File: src/rtl/ospi_pkg.sv
// Shared definitions for the octal-SPI target: opcodes, FSM state type and
// the device-ID byte selector.
package ospi_pkg;

    localparam logic [7:0] OP_READ    = 8'h0B;
    localparam logic [7:0] OP_WRITE   = 8'h02;
    localparam logic [7:0] OP_READ_ID = 8'h9F;

    typedef enum logic [2:0] {
        ST_IDLE   = 3'd0,
        ST_CMD    = 3'd1,
        ST_ADDR   = 3'd2,
        ST_DUMMY  = 3'd3,
        ST_RDATA  = 3'd4,
        ST_WDATA  = 3'd5,
        ST_IGNORE = 3'd6
    } ospi_tgt_state_e;

    // ID bytes go out MSB first; anything past the third byte reads as zero.
    function automatic logic [7:0] id_byte(input logic [23:0] id, input logic [7:0] idx);
        logic [7:0] b;
        case (idx)
            8'd0:    b = id[23:16];
            8'd1:    b = id[15:8];
            8'd2:    b = id[7:0];
            default: b = 8'h00;
        endcase
        return b;
    endfunction

endpackage

File: src/rtl/ospi_sclk_edge.sv
// Detects sclk edges in the clk domain. sclk is clk-synchronous, so a single
// history register is enough; rise/fall are valid in the cycle after sclk moves.
module ospi_sclk_edge (
    input  logic clk,
    input  logic rst_n,
    input  logic sclk,
    output logic rise,
    output logic fall
);

    logic sclk_q;

    // One-cycle history of sclk for edge comparison.
    always_ff @(posedge clk or negedge rst_n) begin
        if (!rst_n) begin
            sclk_q <= 1'b0;
        end else begin
            sclk_q <= sclk;
        end
    end

    assign rise = sclk & ~sclk_q;
    assign fall = ~sclk & sclk_q;

endmodule

File: src/rtl/ospi_target.sv
// Octal-SPI flash-like target. Decodes an SDR opcode/address frame framed by
// cs_n, serves READ/WRITE from an internal byte memory and READ_ID from a
// constant. Bus protocol: host presents dq on sclk rise (sampled on the
// detected rise); the target updates dq_o/dqs_o on each detected fall during
// read data and the host samples on the following rise. cs_n high aborts any
// frame and always wins over a coincident sclk edge.
module ospi_target
    import ospi_pkg::*;
#(
    parameter int          MEM_DEPTH    = 256,
    parameter int          ADDR_BYTES   = 4,
    parameter int          DUMMY_CYCLES = 8,
    parameter logic [23:0] DEVICE_ID    = 24'hC2853A
) (
    input  logic       clk,
    input  logic       rst_n,
    input  logic       cs_n,
    input  logic       sclk,
    input  logic [7:0] dq_i,
    output logic [7:0] dq_o,
    output logic       dq_oe,
    output logic       dqs_o,
    output logic       dqs_oe,
    output logic       err_cmd,
    output logic       busy
);

    localparam int AW = $clog2(MEM_DEPTH);
    localparam int CW = 8;

    ospi_tgt_state_e state;
    ospi_tgt_state_e state_next;

    logic          rise;
    logic          fall;
    logic          cs_n_q;
    logic [7:0]    op_q;
    logic [AW-1:0] addr;
    logic [CW-1:0] cnt;
    logic [7:0]    mem [MEM_DEPTH];

    logic shift_addr;
    logic cnt_step;
    logic rd_load;
    logic wr_en;
    logic enter_ignore;

    ospi_sclk_edge u_edge (
        .clk   (clk),
        .rst_n (rst_n),
        .sclk  (sclk),
        .rise  (rise),
        .fall  (fall)
    );

    // State register.
    always_ff @(posedge clk or negedge rst_n) begin
        if (!rst_n) begin
            state <= ST_IDLE;
        end else begin
            state <= state_next;
        end
    end

    // Next-state decode; cs_n high returns every active state to IDLE.
    always_comb begin
        state_next = state;
        if (state != ST_IDLE && cs_n) begin
            state_next = ST_IDLE;
        end else begin
            case (state)
                ST_IDLE: begin
                    if (!cs_n && cs_n_q) state_next = ST_CMD;
                end
                ST_CMD: begin
                    if (rise) begin
                        case (dq_i)
                            OP_READ, OP_WRITE: state_next = ST_ADDR;
                            OP_READ_ID:        state_next = ST_RDATA;
                            default:           state_next = ST_IGNORE;
                        endcase
                    end
                end
                ST_ADDR: begin
                    if (rise && cnt == CW'(ADDR_BYTES - 1)) begin
                        if (op_q == OP_WRITE)       state_next = ST_WDATA;
                        else if (DUMMY_CYCLES == 0) state_next = ST_RDATA;
                        else                        state_next = ST_DUMMY;
                    end
                end
                ST_DUMMY: begin
                    if (rise && cnt == CW'(DUMMY_CYCLES - 1)) state_next = ST_RDATA;
                end
                default: state_next = state;
            endcase
        end
    end

    // Per-cycle datapath actions derived from the current state and edges.
    always_comb begin
        shift_addr   = 1'b0;
        cnt_step     = 1'b0;
        rd_load      = 1'b0;
        wr_en        = 1'b0;
        enter_ignore = 1'b0;
        if (!cs_n) begin
            shift_addr   = (state == ST_ADDR) && rise;
            rd_load      = (state == ST_RDATA) && fall;
            wr_en        = (state == ST_WDATA) && rise;
            cnt_step     = ((state == ST_ADDR || state == ST_DUMMY) && rise) ||
                           (rd_load && op_q == OP_READ_ID && cnt < CW'(3));
            enter_ignore = (state == ST_CMD) && (state_next == ST_IGNORE);
        end
    end

    assign busy = (state != ST_IDLE);

    // Registered bus outputs, opcode, address and phase counter.
    always_ff @(posedge clk or negedge rst_n) begin
        if (!rst_n) begin
            cs_n_q  <= 1'b1;
            op_q    <= 8'h00;
            addr    <= '0;
            cnt     <= '0;
            dq_o    <= 8'h00;
            dq_oe   <= 1'b0;
            dqs_o   <= 1'b0;
            dqs_oe  <= 1'b0;
            err_cmd <= 1'b0;
        end else begin
            cs_n_q  <= cs_n;
            err_cmd <= enter_ignore;
            if (cs_n) begin
                addr   <= '0;
                cnt    <= '0;
                dq_oe  <= 1'b0;
                dqs_o  <= 1'b0;
                dqs_oe <= 1'b0;
            end else begin
                if (state_next != state) cnt <= '0;
                else if (cnt_step)       cnt <= cnt + CW'(1);
                if (state == ST_CMD && rise) op_q <= dq_i;
                // Only the low address bits survive the shift; upper bytes fall off.
                if (shift_addr) addr <= AW'({addr, dq_i});
                if (rd_load) begin
                    dq_o   <= (op_q == OP_READ_ID) ? id_byte(DEVICE_ID, cnt) : mem[addr];
                    dq_oe  <= 1'b1;
                    dqs_oe <= 1'b1;
                    dqs_o  <= ~dqs_o;
                    if (op_q == OP_READ) addr <= addr + AW'(1);
                end
                if (wr_en) addr <= addr + AW'(1);
            end
        end
    end

    // Memory write port; contents are deliberately left out of reset.
    always_ff @(posedge clk) begin
        if (wr_en) mem[addr] <= dq_i;
    end

endmodule

File: config.mk
export PLATFORM = sky130hd
export DESIGN_NAME = ospi_target
export DESIGN_NICKNAME = d
export VERILOG_FILES = /design/src/rtl/ospi_pkg.sv /design/src/rtl/ospi_sclk_edge.sv /design/src/rtl/ospi_target.sv
export SDC_FILE = /design/constraint.sdc
export NUM_CORES = 2
export LEC_CHECK = 0
export ABC_AREA = 1
export CAP_MARGIN = 30
export CORE_MARGIN = 4
export CORE_UTILIZATION = 40
export DETAILED_ROUTE_END_ITERATION = 10
export PLACE_DENSITY = 0.55
export SLEW_MARGIN = 20
export SYNTH_ARGS = -nofsm -noshare
export SYNTH_HDL_FRONTEND = slang
export SYNTH_HIERARCHICAL = 1
export SYNTH_SLANG_ARGS = --single-unit
File: constraint.sdc
create_clock -name clk -period 6.6 [get_ports clk]
set_clock_uncertainty 0.1 [all_clocks]
set_input_delay 1.98 -clock clk [delete_from_list [all_inputs] [get_ports clk]]
set_output_delay 1.98 -clock clk [all_outputs]
set_load 0.02 [all_outputs]
### After elaboration in Yosys (flattened, before gate mapping)

Memories as Yosys holds them, arrays and structs flattened.
Cells that the tools add are included.

| cells by class | value |
|---|---|
| order comparisons | 1 |
| reductions and logical operators | 23 |
| muxes and demuxes | 29 |
| bitwise operators | 6 |
| add/subtract/negate cells | 2 |
| equal/unequal tests | 17 |

Operator list:

| kind | number |
|---|---|
| $mux 8 | 9 |
| $eq 8x2->1 const B | 4 |
| $pmux 8 s3 | 1 |
| $mux 3 | 6 |
| $add 8x1->8 const B | 2 |
| $eq 8x4->1 const B | 2 |
| $eq 8x8->1 const B | 2 |
| $logic_and 1x1->1 | 12 |
| $pmux 3 s4 | 1 |
| $mux 1 | 11 |
| $eq 3x3->1 const B | 3 |
| $eq 8x1->1 const B | 1 |
| $eq 8x3->1 const B | 1 |
| $logic_not 8->1 | 1 |
| $lt 8x2->1 const B | 1 |
| $eq 3x2->1 const B | 2 |
| $pmux 3 s2 | 1 |
| $reduce_bool 3->1 | 2 |
| $not 1->1 | 4 |
| $reduce_and 2->1 | 2 |
| $eq 3x1->1 const B | 1 |
| $logic_not 3->1 | 1 |
| $ne 3x3->1 | 1 |
| $and 1x1->1 | 2 |
| 4 further kinds | 5 |

| word-level totals | value |
|---|---|
| flip-flop bits (word level) | 40 |
| logic and storage cells | 89 |
| RAM bits | 2,048 |
| memories kept | 1 |

Memories:

| name | words | width | rd ports | clocked after memory_dff | wr ports | line | source |
|---|---|---|---|---|---|---|---|
| mem | 256 | 8 | 1 | 0 | 1 | ospi_target.sv:40 | `logic [7:0] mem [MEM_DEPTH];` |

### Longest topological paths before layout

| logic depth | value |
|---|---|
| word-level depth | 10 |
| depth in mapped cells | 19 |

### By module

Netlist, hierarchy kept.

Modules (own cells, without submodules):

| module | instances | area each (µm²) | cells each | seq. area each (µm²) |
|---|---|---|---|---|
| ospi_target | 1 | 89,565.9 | 8,883 | 62,476.2 |
| ospi_sclk_edge | 1 | 40.0 | 5 | 25.0 |

### Least setup slack after synthesis

No wires, ideal clock.

| timing path | value |
|---|---|
| kind | input to register |
| start point | input sclk |
| end point | memory mem[197][0], enable pin |
| required time | 6.130 ns |
| path slack | 2.741 ns |
| stages on the path | 8 |
| library setup time | 0.370 ns |
| arrival time | 3.389 ns |
| path buffers | 2 |
| cells stage by stage | inv_1 > nor2_1 > nand3_1 > clkinv_1 > buf_2 > nand3_1 > clkbuf_1 > nor2_1 |

| on the way | value |
|---|---|
| cells in the longest elaborated chain, start to end | 5 |

Ends and longest elaborated chain:

| element | line | source |
|---|---|---|
| start, declared | ospi_target.sv:18 | `input logic sclk,` |
| $and 1x1->1 | ospi_sclk_edge.sv:22 | `assign rise = sclk & ~sclk_q;` |
| net rise | ospi_target.sv:34 | `logic rise;` |
| $logic_and 1x1->1 | ospi_target.sv:109 | `wr_en = (state == ST_WDATA) && rise;` |
| $mux 1 | ospi_target.sv:106 | `if (!cs_n) begin` |
| $mux 1 | ospi_target.sv:159 | `if (wr_en) mem[addr] <= dq_i;` |
| $mux 1 (not written as such) | ospi_target.sv:159 |  |
| end, declared | ospi_target.sv:40 |  |

The timed path passes the listed nets, and every way through them passes these cells.

### Worst setup path in the final report

| timing path | value |
|---|---|
| start point | input sclk |
| end point | memory mem[153][0], enable pin |

The elaborated chain is that of the path after synthesis.

==> results.txt <==
----------------------------------------------------
[Run status]
  Outcome ... complete, no violations

[Timing]
  Max-slew headroom at the worst pin ... 0.350
  Fin crit share ... 0.686
  Final setup viols ... 0
  Maximum clock frequency ... 221 MHz
  RSZ-0062 raised after global routing ... false
  Setup slack of the critical path after layout ... 2070 ps
  Slew @ Worst Pin ... 973 ps
  Min Tclk post-route ... 4530 ps
  Final count of hold timing violations ... 0
  Sum of negative setup slack ... 0 ps
  Total count of max-transition violations in the final report ... 0

[Yosys]
  Net count of the mapped netlist ... 8908
  Most area-consuming cells after synthesis ... sky130_fd_sc_hd__edfxtp_1 69%, sky130_fd_sc_hd__nand2_1 14%, sky130_fd_sc_hd__nor2_1 5.0%
  Largest area contributor in the netlist ... sky130_fd_sc_hd__edfxtp_1
  Register bit total from synthesis ... 2088
  Distinct cell type count of the synthesized netlist ... 34
  Synth async-reset ratio ... 0.0192
  Number of instances in the synthesized netlist ... 8888
  Number of synthesized flops with an enable pin ... 2048
  Yosys warns ... 6
  Post-Synthesis Mean Instance Area ... 10.1 um^2
  Top cells by instance count after synthesis ... 3429 x sky130_fd_sc_hd__nand2_1, 2048 x sky130_fd_sc_hd__edfxtp_1, 1193 x sky130_fd_sc_hd__nor2_1
  Post-synth top area share ... 0.686
  Post-synth design cell area ... 0.0896 mm^2
  Most common cell in the synthesized netlist ... sky130_fd_sc_hd__nand2_1
  Dominant synthesized flop cell ... sky130_fd_sc_hd__edfxtp_1
  Portion of the post-synthesis area used by sequential elements ... 0.698

[Global route]
  Total gr overflow ... 0
  Wire length of the first global-routing pass ... 376000 um
  Aggregate global-route resource usage ... 0.218
  Met2 track demand over resource ... 0.356
  Met1 Resource Use GR ... 0.299
  Maximum number of pins on one net before global-route repair ... 233
  Met3 usage ... 0.0329
  Most Crowded Layer GR ... met2
  Antenna violations before repair ... 9
  Number of global-route vias before repair ... 59000

[Clock network]
  Total clock buffers created by CTS ... 211
  Clock insertion delay at the later pin of the skew report ... 870 ps
  H-tree depth ... 4
  CTS Root Cell ... sky130_fd_sc_hd__clkbuf_16
  CTS hold repair buffers ... 0
  Number of instances resized during post-cts repair ... 0
  Clock sink count ... 2088
  Clock tree buffer depth ... 3
  Worst-path clk slew ... 70 ps
  Setup repair bufs after CTS ... 0
  Clock tree from TritonCTS ... built

[Setup path]
  Slowest library cell on the worst path ... sky130_fd_sc_hd__nor2_1
  Capturing point of the worst reg2reg path ... mem[216][1]
  Setup crit start kind ... input port
  Cell Chain, Critical Path ... clkdlybuf4s50_1, inv_1, nor2_1, nand3_1, clkinv_1, buf_4, nand2_1, nor2_1
  Worst setup EP type ... flop
  Path depth of the worst reg2reg path ... 7
  Slowest stage delay, CP ... 750 ps
  Arrival time of data at the critical path endpoint ... 4910 ps
  Setup slack of the most critical reg-to-reg path ... 2200 ps
  Critical Setup Path Class ... input port to flop
  Worst path most repeated cell ... sky130_fd_sc_hd__nor2_1
  Worst reg2reg path startpoint ... addr[1]
  Required time worst endpoint ... 6980 ps
  Largest fanout on the critical path ... 17

[Power and ir drop]
  Standby leakage power ... 39.6 nW
  Sequential cell fraction of total power ... 0.519
  Switching power of the nets ... 6.40 mW
  Proportion of total power due to net switching ... 0.226
  Internal Pwr Total ... 21.9 mW
  Pwr per Cell Area ... 284 mW/mm^2
  Worst IR drop on VDD ... 0.258 mV
  Combinational power share ... 0.057
  Clk pwr share ... 0.423

[Flow run]
  Max-cap violations ... 0

[Floorplanning]
  Cell row count ... 173
  Height of the die ... 481 um
  Boundary pin count ... 25
  Initial core utilization ... 0.403
  Horizontal die dimension ... 481 um
  Die area ... 0.232 mm^2
  Core Area ... 0.223 mm^2

[Worst hold path]
  Worst-case hold path end point ... op_q[4]
  Classification of the worst-slack hold path ... flop to flop
  Hold path cells ... 2
  Hold path start ... op_q[4]

[Routing]
  Post-Route WL ... 255000 um
  Routed WL per cell ... 21.4 um
  Routed vias ... 60300
  Post-DR vias/cell ... 5.05
  Total iterations of the first detailed-routing run ... 6
  Number of violations reported at the end of detailed-routing iteration 0 ... 5894
  Post-DRT Antenna Nets ... 0
  DRC violations left ... 0

[Layout]
  Fraction of final layout cells with drive strength greater than 1 ... 0.0490
  Filler cells ... 20900
  # nets final ... 8806
  Area growth syn-to-layout ... 11.4%

[Placement]
  # port buffers ... 24
  Routability-driven placement congestion ratio ... 0.916
  HPWL Detailed ... 148000 um
  Dpl ws ... 1180 ps

----------------------------------------------------
area by class of cell:
type,instances,area (um^2),area share
antenna,3,7.51,0.0000752
clock buffer,264,5620,0.0562
clock inverter,128,1330,0.0133
inverter,837,3160,0.0316
multi-input combinational,5529,22100,0.221
sequential,2088,62500,0.626
tap,2975,3720,0.0373
timing repair buffer,119,1440,0.0144
worst max path at each step:
stage | start | end | slack [ps]
6_report | sclk | mem[153][0] | 2070
3_3_place_gp | sclk | mem[153][5] | 1120
3_5_place_dp | sclk | mem[153][2] | 1180
5_1_grt | addr[1] | mem[180][2] | 1940
4_1_cts | state[0] | busy | 2030
2_1_floorplan | sclk | mem[197][0] | 2740
through the flow:
| stage | total power [mW] | hold WS, ps | utilization | std cells | instance area [um^2] |
|---|---|---|---|---|---|
| finish | 28.3 | 418 | 0.449 | 11900 | 99800 |
| global route | 29.3 | 467 | 0.449 | 11900 | 99800 |
| CTS | 28.5 | 422 | 0.448 | 11900 | 99700 |
| detailed placement | 16.6 | 406 | 0.417 | 11500 | 92800 |
| global placement | 16.6 | 392 | 0.416 | 11500 | 92700 |
| floorplan | 15.7 | 366 | - | 8888 | 89600 |
state kept, by name, indices dropped and copies added (netlist names):
register / cells
mem: 2048
addr: 8
cnt: 8
dq_o: 8
op_q: 8
state: 3
cs_n_q: 1
dqs_o: 1
dqs_oe: 1
err_cmd: 1
u_edge/sclk_q: 1
logic make-up after synthesis:
family,synth area share
XOR/XNOR,0.000586
flip-flops,0.698
AND/OR/NAND/NOR,0.216
buffers and inverters,0.0565
AO/OA/AOI/OAI,0.0282
adder cells (fa/ha/maj),0.00112
critical path: cells and delay by family:
kind | cells | cell delay (ps)
and+or+nand+nor | 4 | 1640
buffers and inverters | 4 | 1270
cells in the final DEF (no fill, tap or decap), drive strengths merged:
cell type,n
o211ai,1
a31oi,1
bufinv,23
clkinvlp,17
clkdlybuf4s50,15
buf,104
or2,11
clkinv,96
dfrtp,39
nor2,1193
a21oi,30
nand3b,3
o311ai,1
a221oi,2
nand2,3429
o2111ai,1
nand3,368
edfxtp,2048
nand4,4
clkbuf,264
a211oi,3
a41oi,1
nor4,3
a311oi,1
xnor2,2
diode,3
o21ai,457
ha,8
dfstp,1
inv,829
xor2,4
nor3,6
metal layers:
| metal | vias to the layer above | part of all wire |
|---|---|---|
| li1 | 28500 | - |
| met1 | 29300 | 0.43 |
| met2 | 2087 | 0.47 |
| met5 | - | 0 |
| met3 | 410 | 0.068 |
| met4 | 0 | 0.032 |
power by group through the flow:
stage	Combinational [mW]	Clock (mW)	Sequential, mW
6_report	1.63	12.0	14.7
5_1_grt	1.77	12.8	14.7
4_1_cts	1.63	12.2	14.7
3_5_place_dp	1.62	0	15.0
3_3_place_gp	1.62	0	15.0
2_1_floorplan	0.784	0	15.0
Note: power is estimated with default switching activity, not from simulation.
